<file path="src/rtl/pattern_compare.sv">
`default_nettype none
// ============================================================================
//  Module      : pattern_compare
//  Description : Search engine for the pattern matching block. While the
//                control FSM holds inc_flag high, it scans pattern RAM from
//                address 0 upward. Each masked read word is compared with a
//                pattern captured at search start. done_flag is raised on the
//                first (lowest) hit, or after the last word misses.
//  Ports       : clock, reset (async, active high)
//                inc_flag            - search enable / release / abort
//                pattern, pattern_mask - search key, sampled at start
//                mem_data            - RAM read data (1-cycle latency)
//                mem_rd, mem_addr    - RAM read strobe and address
//                done_flag, match_address, match_found - search result
//  Revision    : 1.0 - initial release
// ============================================================================
module pattern_compare #(
    parameter int ADDR_W = 9,
    parameter int DATA_W = 8,
    parameter int DEPTH  = 512
) (
    input  logic              clock,
    input  logic              reset,
    input  logic              inc_flag,
    input  logic [DATA_W-1:0] pattern,
    input  logic [DATA_W-1:0] pattern_mask,
    input  logic [DATA_W-1:0] mem_data,
    output logic              mem_rd,
    output logic [ADDR_W-1:0] mem_addr,
    output logic              done_flag,
    output logic [ADDR_W-1:0] match_address,
    output logic              match_found
);

    localparam logic [1:0] c_ST_IDLE = 2'd0;
    localparam logic [1:0] c_ST_SCAN = 2'd1;
    localparam logic [1:0] c_ST_DONE = 2'd2;

    localparam logic [ADDR_W-1:0] c_LAST_ADDR = ADDR_W'(DEPTH - 1);

    logic [1:0]        r_state;
    logic [1:0]        w_state_nxt;
    logic [DATA_W-1:0] r_pattern;
    logic [DATA_W-1:0] r_mask;
    logic [ADDR_W-1:0] r_addr_d1;
    logic              r_valid_d1;
    logic              r_mem_rd;
    logic [ADDR_W-1:0] r_mem_addr;
    logic              r_done;
    logic [ADDR_W-1:0] r_match_address;
    logic              r_match_found;
    logic              w_cmp;
    logic              w_hit;
    logic              w_miss;

    // The data word returned this cycle belongs to the read issued one cycle
    // earlier; r_valid_d1/r_addr_d1 identify it.
    always_comb begin
        w_cmp       = (((mem_data ^ r_pattern) & r_mask) == '0);
        w_hit       = r_valid_d1 && w_cmp;
        w_miss      = r_valid_d1 && !w_cmp && (r_addr_d1 == c_LAST_ADDR);
        w_state_nxt = r_state;
        case (r_state)
            c_ST_IDLE: if (inc_flag) w_state_nxt = c_ST_SCAN;
            c_ST_SCAN: begin
                if (!inc_flag)            w_state_nxt = c_ST_IDLE;
                else if (w_hit || w_miss) w_state_nxt = c_ST_DONE;
            end
            c_ST_DONE: if (!inc_flag) w_state_nxt = c_ST_IDLE;
            default:   w_state_nxt = c_ST_IDLE;
        endcase
    end

    always_ff @(posedge clock or posedge reset) begin
        if (reset) begin
            r_state         <= c_ST_IDLE;
            r_pattern       <= '0;
            r_mask          <= '0;
            r_addr_d1       <= '0;
            r_valid_d1      <= 1'b0;
            r_mem_rd        <= 1'b0;
            r_mem_addr      <= '0;
            r_done          <= 1'b0;
            r_match_address <= '0;
            r_match_found   <= 1'b0;
        end else begin
            r_state <= w_state_nxt;
            case (r_state)
                c_ST_IDLE: begin
                    r_mem_rd   <= 1'b0;
                    r_valid_d1 <= 1'b0;
                    r_done     <= 1'b0;
                    if (inc_flag) begin
                        r_pattern       <= pattern;
                        r_mask          <= pattern_mask;
                        r_mem_addr      <= '0;
                        r_mem_rd        <= 1'b1;
                        r_match_found   <= 1'b0;
                        r_match_address <= '0;
                    end
                end
                c_ST_SCAN: begin
                    if (!inc_flag) begin
                        // Abort: drop the in-flight read, no result.
                        r_mem_rd   <= 1'b0;
                        r_valid_d1 <= 1'b0;
                    end else if (w_hit) begin
                        // Any read issued this cycle is simply discarded.
                        r_match_address <= r_addr_d1;
                        r_match_found   <= 1'b1;
                        r_done          <= 1'b1;
                        r_mem_rd        <= 1'b0;
                        r_valid_d1      <= 1'b0;
                    end else if (w_miss) begin
                        r_match_address <= '1;
                        r_match_found   <= 1'b0;
                        r_done          <= 1'b1;
                        r_mem_rd        <= 1'b0;
                        r_valid_d1      <= 1'b0;
                    end else begin
                        r_valid_d1 <= r_mem_rd;
                        r_addr_d1  <= r_mem_addr;
                        if (r_mem_rd) begin
                            // Stop issuing after the last word; address holds.
                            if (r_mem_addr == c_LAST_ADDR) r_mem_rd <= 1'b0;
                            else r_mem_addr <= r_mem_addr + 1'b1;
                        end
                    end
                end
                c_ST_DONE: begin
                    r_mem_rd   <= 1'b0;
                    r_valid_d1 <= 1'b0;
                    if (!inc_flag) r_done <= 1'b0;
                end
                default: begin
                    r_mem_rd   <= 1'b0;
                    r_valid_d1 <= 1'b0;
                    r_done     <= 1'b0;
                end
            endcase
        end
    end

    assign mem_rd        = r_mem_rd;
    assign mem_addr      = r_mem_addr;
    assign done_flag     = r_done;
    assign match_address = r_match_address;
    assign match_found   = r_match_found;

endmodule
`default_nettype wire

</file>
<file path="config.mk">
export PLATFORM = sky130hd
export DESIGN_NAME = pattern_compare
export DESIGN_NICKNAME = d
export VERILOG_FILES = /design/src/rtl/pattern_compare.sv
export SDC_FILE = /design/constraint.sdc
export NUM_CORES = 1
export LEC_CHECK = 0
export BUFFER_PORTS_ARGS = -buffer_cell sky130_fd_sc_hd__buf_2
export CELL_PAD_IN_SITES_DETAIL_PLACEMENT = 0
export CELL_PAD_IN_SITES_GLOBAL_PLACEMENT = 1
export CORE_UTILIZATION = 38
export DETAILED_ROUTE_END_ITERATION = 8
export HOLD_SLACK_MARGIN = 0.15
export MAX_ROUTING_LAYER = met4
export PLACE_DENSITY_LB_ADDON = 0.1
export SYNTH_ARGS = -nofsm -noshare
export SYNTH_HDL_FRONTEND = slang
export SYNTH_SLANG_ARGS = --single-unit
</file>
<file path="constraint.sdc">
create_clock -name clock -period 2 [get_ports clock]
set_input_delay 0.2 -clock clock [delete_from_list [all_inputs] [get_ports clock]]
set_output_delay 0.2 -clock clock [all_outputs]
set_load 0.02 [all_outputs]
</file>
## Word level (Yosys, flattened, before mapping)

Index checks and enable logic that the tools add are counted.
Widths: inputs -> output; s select.

- Register bits after elaboration: 49
- Output and inout bits: 21
- Word-level logic and storage cells: 79

- Add/subtract/negate cells: 1
- Eq/ne operators: 13
- Muxes and demuxes: 37
- Bitwise logic cells: 4
- Reduce and logical (&&, ||, !) cells: 14

Operators by type and width:

| kind | count |
|---|---|
| $mux 9 | 9 |
| $pmux 9 s2 | 2 |
| $eq 9x9->1 const B | 2 |
| $mux 1 | 18 |
| $ne 2x2->1 const B | 7 |
| $add 9x1->9 const B | 1 |
| $and 8x8->8 | 1 |
| $logic_not 8->1 | 1 |
| $mux 2 | 4 |
| $reduce_and 4->1 | 2 |
| $xor 8x8->8 | 1 |
| $reduce_and 7->1 | 1 |
| $ne 3x3->1 const B | 2 |
| $pmux 1 s2 | 3 |
| $pmux 2 s3 | 1 |
| $reduce_and 3->1 | 2 |
| $logic_and 1x1->1 | 3 |
| $eq 2x1->1 const B | 1 |
| $eq 2x2->1 const B | 1 |
| $logic_not 2->1 | 1 |
| $not 1->1 | 2 |
| $reduce_and 2->1 | 1 |
| $reduce_bool 2->1 | 1 |
| $logic_not 1->1 | 1 |
| $logic_or 1x1->1 | 1 |

## Logic depth before layout (Yosys ltp)

Gate-level depths: netlist of the first run.

- Word-level depth: 10
- Depth in mapped cells: 8
- Mapped depth without buffers: 8

## Worst setup path before layout of the first run

Ideal clock, no wire load.

- Path kind: reg2reg
- Start point: register r_mem_addr[0], in the netlist mem_addr[0]
- End point: register r_mem_addr[3], in the netlist mem_addr[3]
- Setup time: 0.082 ns
- Arrival: 1.983 ns
- Data required time: 1.918 ns
- Path slack: -0.065 ns
- Stages on the path, launching flop included: 9
- Cell sequence: dfrtp_1 > ha_1 > nand2_1 > nor3_1 > ha_1 > a211o_1 > a2111oi_4 > a41oi_1 > a31oi_1

- Word-level cells in the longest chain between the ends: 7
- Elaborated cells between the ends (all ways): 10
- Classes of those cells: add/sub (1); eq/ne (2); mux (6); reduce/logical (1)

RTL lines:

| what | line | source |
|---|---|---|
| start: declaration | 48 | `logic [ADDR_W-1:0] r_mem_addr;` |
| start signal: assignment | 126 | `else r_mem_addr <= r_mem_addr + 1'b1;` |
| $add 9x1->9 | 126 |  |
| $mux 9 | 125 | `if (r_mem_addr == c_LAST_ADDR) r_mem_rd <= 1'b0;` |
| $mux 9 | 123 | `if (r_mem_rd) begin` |
| $mux 9 | 114 | `end else if (w_miss) begin` |
| $mux 9 | 107 | `end else if (w_hit) begin` |
| $mux 9 | 103 | `if (!inc_flag) begin` |
| $pmux 9 s2 | 88 | `case (r_state)` |

Several ways; a longest one is shown, not always the timed one. The select of a mux whose other input is x is not followed.
A chain may end at the register's enable or synchronous reset.

## Worst setup path after layout of the first run

- Start point: register r_mem_addr[1], in the netlist mem_addr[1]
- End point: register r_mem_addr[3], in the netlist mem_addr[3]

Same word-level chain as after synthesis.

==> results of run 1 <==
-- power by group through the flow --
stage | registers (mW) | clock network, mW | logic, mW
2_1_floorplan | 1.51 | 0 | 0.525
6_report | 1.39 | 0.834 | 1.10
4_1_cts | 1.39 | 0.851 | 1.08
3_3_place_gp | 1.38 | 0 | 0.967
3_5_place_dp | 1.39 | 0 | 0.996
5_1_grt | 1.42 | 0.893 | 1.18
-- synth_stat cells, drive strengths merged --
cell	instances
dfrtp	49
mux2	25
o21ai	16
nand2	9
o2bb2ai	9
inv	8
xor2	8
a21oi	7
nor2	7
nand3	5
a22oi	4
a31oi	4
clkbuf	3
nand4	3
a41oi	2
buf	2
ha	2
mux2i	2
nand2b	2
nor2b	2
nor3	2
or2	2
a2111oi	1
a211o	1
a211oi	1
a21o	1
a22o	1
and4	1
nor4	1
o211ai	1
o21a	1
o22ai	1
or3	1
-- sequential cells by signal (all words and copies together) (netlist names), 2 cells and up --
signal / flops
r_addr_d1: 9
r_mask: 8
r_state: 2
match_address: 9
r_pattern: 8
mem_addr: 9
-- logic make-up after synthesis --
family	count (synthesis)	share of synthesized area, %
simple gates	35	8.25
mux	27	13.3
fa+ha+maj	2	1.11
buf+inv	13	2.55
flops	49	54.3
compound gates	50	17.4
xor+xnor	8	3.10
-- worst min path at each step --
stage,startpoint,endpoint,slack (ns),cells past startpoint
6_report,inc_flag,r_state[1]$_DFFE_PP0P_,0.16,2
4_1_cts,inc_flag,r_state[1]$_DFFE_PP0P_,0.15,2
2_1_floorplan,inc_flag,r_state[1]$_DFFE_PP0P_,0.34,1
3_5_place_dp,reset,match_address[1]$_DFFE_PP0P_,0.40,3
3_3_place_gp,reset,match_address[0]$_DFFE_PP0P_,0.38,3
5_1_grt,inc_flag,r_state[1]$_DFFE_PP0P_,0.17,2
-- through the flow --
stage | utilization (%) | instance area, um2 | setup slack [ns] | setup TNS, ns
finish | 57.0 | 3200 | -0.0204 | -0.0204
detailed placement | 49.1 | 2750 | -0.124 | -1.12
global placement | 49.1 | 2750 | -0.0296 | -0.192
global route | 57.0 | 3200 | -0.0986 | -1.10
floorplan | - | 2280 | -0.0283 | -0.279
CTS | 56.0 | 3140 | -0.0419 | -0.0900
-- metal layers --
| layer | vias up | GRT usage (%) | part of all wire [%] |
|---|---|---|---|
| li1 | 858 | - | - |
| met3 | 7 | 3.56 | 3.5 |
| met4 | 0 | 5.82 | 1.5 |
| met5 | - | - | 0 |
| met2 | 35 | 29.1 | 48 |
| met1 | 857 | 23.3 | 47 |
-- what timing repair did --
action	in CTS	in global routing
hold endpoints to repair	65	0
setup endpoints to repair	11	17
resized for setup	7	12
pin swaps	13	3
setup buffers	5	1
hold buffers	17	0
-- final cells by class --
cell class / instances / area [um2] / share of cell area [%]
clock buffer: 5 / 68.8 / 2.15
clock inverter: 3 / 65.1 / 2.04
inverter: 8 / 30.0 / 0.940
multi-input combinational: 122 / 1070 / 33.6
sequential: 49 / 1230 / 38.4
tap: 72 / 90.1 / 2.82
timing repair buffer: 91 / 641 / 20.0
==> metrics.cfg, run 1 <==
[setup_path]
r2r_slack_ns = -0.02
cp_num_buf_inv = 1
cp-endpoint = mem_addr[3]$_DFFE_PP0P_
cp_top_family = compound AO/OA/AOI/OAI gates
critical_path_class = reg -> reg
worstSetupStartpointType = flop
slowest_delay_ns = 0.44
cp-end-kind = flop
crit_arrival_ns = 2.25
r2r-start = mem_addr[1]$_DFFE_PP0P_
path_max_fanout = 6
r2r_cells = 9
crit_start = mem_addr[1]$_DFFE_PP0P_
crit_cells = 9
r2r_end = mem_addr[3]$_DFFE_PP0P_
crit_chain = ha_4, nand2_4, nor3_4, ha_2, a211o_1, a2111oi_4, buf_6, a41oi_2, a31oi_1
required_ns = 2.23
slowest_stage = dfrtp_2

[job]
drv_cap = 0

[sta]
finalHoldViolCount = 0
tightest_slew_ns = 0.631
fin_worst_skew_ns = 0.00871
drv_slew = 0
min_period_ns = 2.02
timing.slew.headroom_pct = 58.0
rsz0062_at_grt = true
holdWs_ns = 0.163
setup_viol = 1
max_freq_mhz = 495
period_share_pct = 101
setup_slack_ns = -0.0204

[floorplanning]
io_pins = 48
floorplan.initialDensity_pct = 40.3
coreArea_mm2 = 0.00561
dieArea_mm2 = 0.00626
fp.dieH_um = 79.1
die_w_um = 79.1
rows = 27

[global_route]
grt-ovfl-total = 0
grt_use_total_pct = 18.2
grt_pass1_wl_um = 8520
grt_max_degree = 50
antenna_found_initial = 0
grt_pass1_vias = 1803

[drt]
detail-route-antenna-nets = 0
viasPerCell = 5.02
drt_pass1_iterations = 4
vias = 1757
detailedRoute.firstIterationViolations = 71
wl_per_cell_um = 14.9
drc = 0
wl_um = 5210

[final_layout]
most-common-layout-cells = dfrtp_1, buf_2, mux2_2
antennaDiodeCount = 0
layoutNonFillerInstCount = 350
syn2layout_area_growth_pct = 41.4
drive_gt1_share_pct = 48.2
fin_nets = 306
fill_cells = 489

[status]
status = finished, violations left
violations = setup timing

[clock_network]
cts_made_buffers = 5
cts_root_buf = clkbuf_8
clk_latency_ns = 0.31
clock-sinks = 49
cts.clk_slew.worst_paths_ns = 0.09
clk_path_buf_depth = 2
cts_max_level = 2
cts_tree = yes

[placement]
gp_congestion = 0.732
portBuffers = 47
dp_hpwl_um = 3570
placed_cells = 319

[pwr]
internal_power_mw = 2.24
power_switching_mw = 1.08
comb_power_share_pct = 33.1
pwr-share-seq_pct = 41.8
p_per_area_mw_per_mm2 = 1040
switching_share_pct = 32.6
clkPwrFrac_pct = 25.1
fin_total_pwr_mw = 3.32
peakVddDrop_mv = 0.463
leakage_nw = 1.48

[yosys]
syn_nets = 213
avgSynthCellArea_um2 = 12.3
synth_cells = 184
yosys.area.top_type_share_pct = 54.3
synth_area_leaders = dfrtp_1, mux2_2, o21ai_0
ys_seq_area_share_pct = 54.3
synth_cell_type_count = 37
synth_top_area_cell = dfrtp_1
yosys_warnings = 0
ys_ff_latch = 49
syn_area_mm2 = 0.00226

[worst_hold_path]
hp-class = in -> reg

(Power assumes the default switching activity.)
==> run 2, diff against run 1 <==
--- a/config.mk
+++ b/config.mk
@@ -5,10 +5,11 @@
 export SDC_FILE = /design/constraint.sdc
 export NUM_CORES = 1
 export LEC_CHECK = 0
+export ABC_CLOCK_PERIOD_IN_PS = 2000
 export BUFFER_PORTS_ARGS = -buffer_cell sky130_fd_sc_hd__buf_2
 export CELL_PAD_IN_SITES_DETAIL_PLACEMENT = 0
 export CELL_PAD_IN_SITES_GLOBAL_PLACEMENT = 1
-export CORE_UTILIZATION = 38
+export CORE_UTILIZATION = 35
 export DETAILED_ROUTE_END_ITERATION = 8
 export HOLD_SLACK_MARGIN = 0.15
 export MAX_ROUTING_LAYER = met4
==> run 2 against run 1 <==
  * The run now ends clean
  * Die area rose by 8.3%
  * Clock skew is 0.00067 ns higher
  * Flip-flop and latch count stayed put
  * Sequential share of layout area is 0.23 points higher
  * Sequential power is essentially flat
  * Largest cell class unchanged
  * Largest power group unchanged
==> metrics.cfg, run 2 (synthesis gave the netlist of run 1 again) <==
[global_route]
grt_max_degree = 29  ; -42%
grt_pass1_wl_um = 8990  ; +5.5%
grt-ovfl-total = 0  ; unchanged
grt_pass1_vias = 1884  ; +4.5%
antenna_found_initial = 0  ; unchanged
grt_use_total_pct = 18.7  ; +0.57 points

[sta]
timing.slew.headroom_pct = 68.1  ; +10 points
max_freq_mhz = 507  ; +2.4%
finalHoldViolCount = 0  ; unchanged
holdWs_ns = 0.161  ; -0.00222 ns
setup_viol = 0  ; -1
period_share_pct = 98.6  ; -2.4 points
drv_slew = 0  ; unchanged
tightest_slew_ns = 0.478  ; -0.153 ns
fin_worst_skew_ns = 0.00938  ; +0.000666 ns
min_period_ns = 1.97  ; -0.0477 ns
rsz0062_at_grt = true

[clock_network]
clk_latency_ns = 0.31  ; about the same
cts_root_buf = clkbuf_8
cts.clk_slew.worst_paths_ns = 0.10  ; about the same
clock-sinks = 49  ; unchanged
cts_max_level = 2  ; unchanged
cts_made_buffers = 5  ; unchanged
clk_path_buf_depth = 2  ; unchanged
cts_tree = yes

[setup_path]
worstSetupStartpointType = flop
required_ns = 2.21  ; -0.02 ns
cp-end-kind = flop
critical_path_class = reg -> reg
crit_arrival_ns = 2.18  ; -0.07 ns
path_max_fanout = 10  ; +4

[placement]
dp_hpwl_um = 3940  ; +10%
dpl_cell_area_mm2 = 0.00283  ; +2.7%
portBuffers = 47  ; unchanged
gp_congestion = 0.793  ; +8.3%

[floorplanning]
fp.dieH_um = 82.4  ; +4.1%
dieArea_mm2 = 0.00678  ; +8.3%
floorplan.initialDensity_pct = 37.3  ; -3.0 points
coreArea_mm2 = 0.00606  ; +8.1%
die_w_um = 82.4  ; +4.1%
io_pins = 48  ; unchanged
rows = 28  ; +3.7%

[drt]
detailedRoute.firstIterationViolations = 70  ; -1.4%
drc = 0  ; unchanged
wl_um = 5560  ; +6.8%
viasPerCell = 5.10  ; +1.5%
vias = 1804  ; +2.7%
route.met3.wl_um = 167  ; -7.7%
drt_pass1_iterations = 4  ; unchanged
top_layer = met4
wl_met2_um = 2910  ; +17%
detail-route-antenna-nets = 0  ; unchanged
wl_per_cell_um = 15.7  ; +5.6%
wl_met1_um = 2410  ; -2.4%

[final_layout]
fin_nets = 307  ; +0.33%
antennaDiodeCount = 0  ; unchanged
fill_cells = 557  ; +14%
syn2layout_area_growth_pct = 40.6
fin_util_pct = 52.4  ; -4.6 points
most-common-layout-cells = dfrtp_1, buf_2, buf_4
drive_gt1_share_pct = 46.2  ; -2.0 points
fin_area_mm2 = 0.00318  ; -0.59%

[pwr]
power_switching_mw = 1.12  ; +3.2%
pwr-share-seq_pct = 44.2  ; +2.4 points
switching_share_pct = 35.7  ; +3.1 points
p_per_area_mw_per_mm2 = 985  ; -5.1%
leakage_nw = 1.46  ; -1.8%
comb_power_share_pct = 35.5  ; +2.4 points
peakVddDrop_mv = 0.431  ; -7.0%
clkPwrFrac_pct = 20.2  ; -4.9 points
internal_power_mw = 2.01  ; -10%

[worst_hold_path]
hp-class = in -> reg

[status]
status = complete, no violations

[job]
drv_cap = 0  ; unchanged

run 2: changes by cell type in the layout (fill, tap and decap cells not counted), moves of 2 or more:
cell       before  now
mux2_4          1    8
a21oi_2         5    0
bufinv_16       2    0
a21oi_1         2    7
mux2_2         24   17
run 2: metal layers:
metal	GRT usage, %	up-vias
li1	-	858
met4	6.32	0
met3	3.96	8
met2	33.6	39
met5	-	-
met1	20.5	899
run 2: power by group through the flow:
stage / Sequential (mW) / Combinational, mW / Clock, mW
finish: 1.38 / 1.11 / 0.633
global route: 1.42 / 1.20 / 0.703
CTS: 1.37 / 1.09 / 0.662
detailed placement: 1.39 / 1.05 / 0
global placement: 1.38 / 1.02 / 0
floorplan: 1.51 / 0.525 / 0
run 2: worst paths after layout:
check | from | end | slack [ns] | cells past startpoint
hold / removal | inc_flag | done_flag$_DFFE_PP0P_ | 0.16 | 3
setup reg to reg | r_pattern[2]$_DFFE_PP0P_ | r_addr_d1[2]$_DFFE_PP0P_ | 0.03 | 7
min in group asynchronous | reset | match_address[3]$_DFFE_PP0P_ | 0.44 | 3
hold reg to reg | match_address[4]$_DFFE_PP0P_ | match_address[4]$_DFFE_PP0P_ | 0.49 | 1
max in group asynchronous | reset | mem_addr[1]$_DFFE_PP0P_ | 1.02 | 4
setup / recovery | r_pattern[2]$_DFFE_PP0P_ | r_addr_d1[2]$_DFFE_PP0P_ | 0.03 | 7
run 2: repair_timing:
item,4_1_cts,5_1_grt
buffers inserted,1,0
setup endpoints to repair,14,23
pin swaps,5,0
hold endpoints to repair,37,0
resized for setup,4,15
gates cloned,0,0
hold buffers,17,0
run 2: area by class of cell:
type                    count  area, um2  area share [%]
clock inverters             3       28.8           0.906
multi-input cells         122       1070            33.6
repair buffers             92        661            20.8
well taps                  75       93.8            2.95
flip-flops and latches     49       1230            38.7
inverters                   8       30.0           0.945
clock buffers               5       68.8            2.17
run 2: worst max-delay path: stages, from the launching register on:
cell	delay [ns]
dfrtp_1	0.40
xor2_1	0.17
a22oi_2	0.24
a41oi_4	0.17
a21o_4	0.23
nor3_4	0.16
buf_12	0.17
mux2_2	0.33
run 2: stage by stage:
step	setup WS, ns	instances	TNS [ns]	power, mW
after floorplan	-0.0283	184	-0.279	2.04
after global placement	0.0227	328	0	2.40
after detailed placement	-0.0318	328	-0.0424	2.44
after CTS	-0.00331	354	-0.00331	3.13
after global routing	-0.0903	354	-0.724	3.32
final	0.0274	354	0	3.13
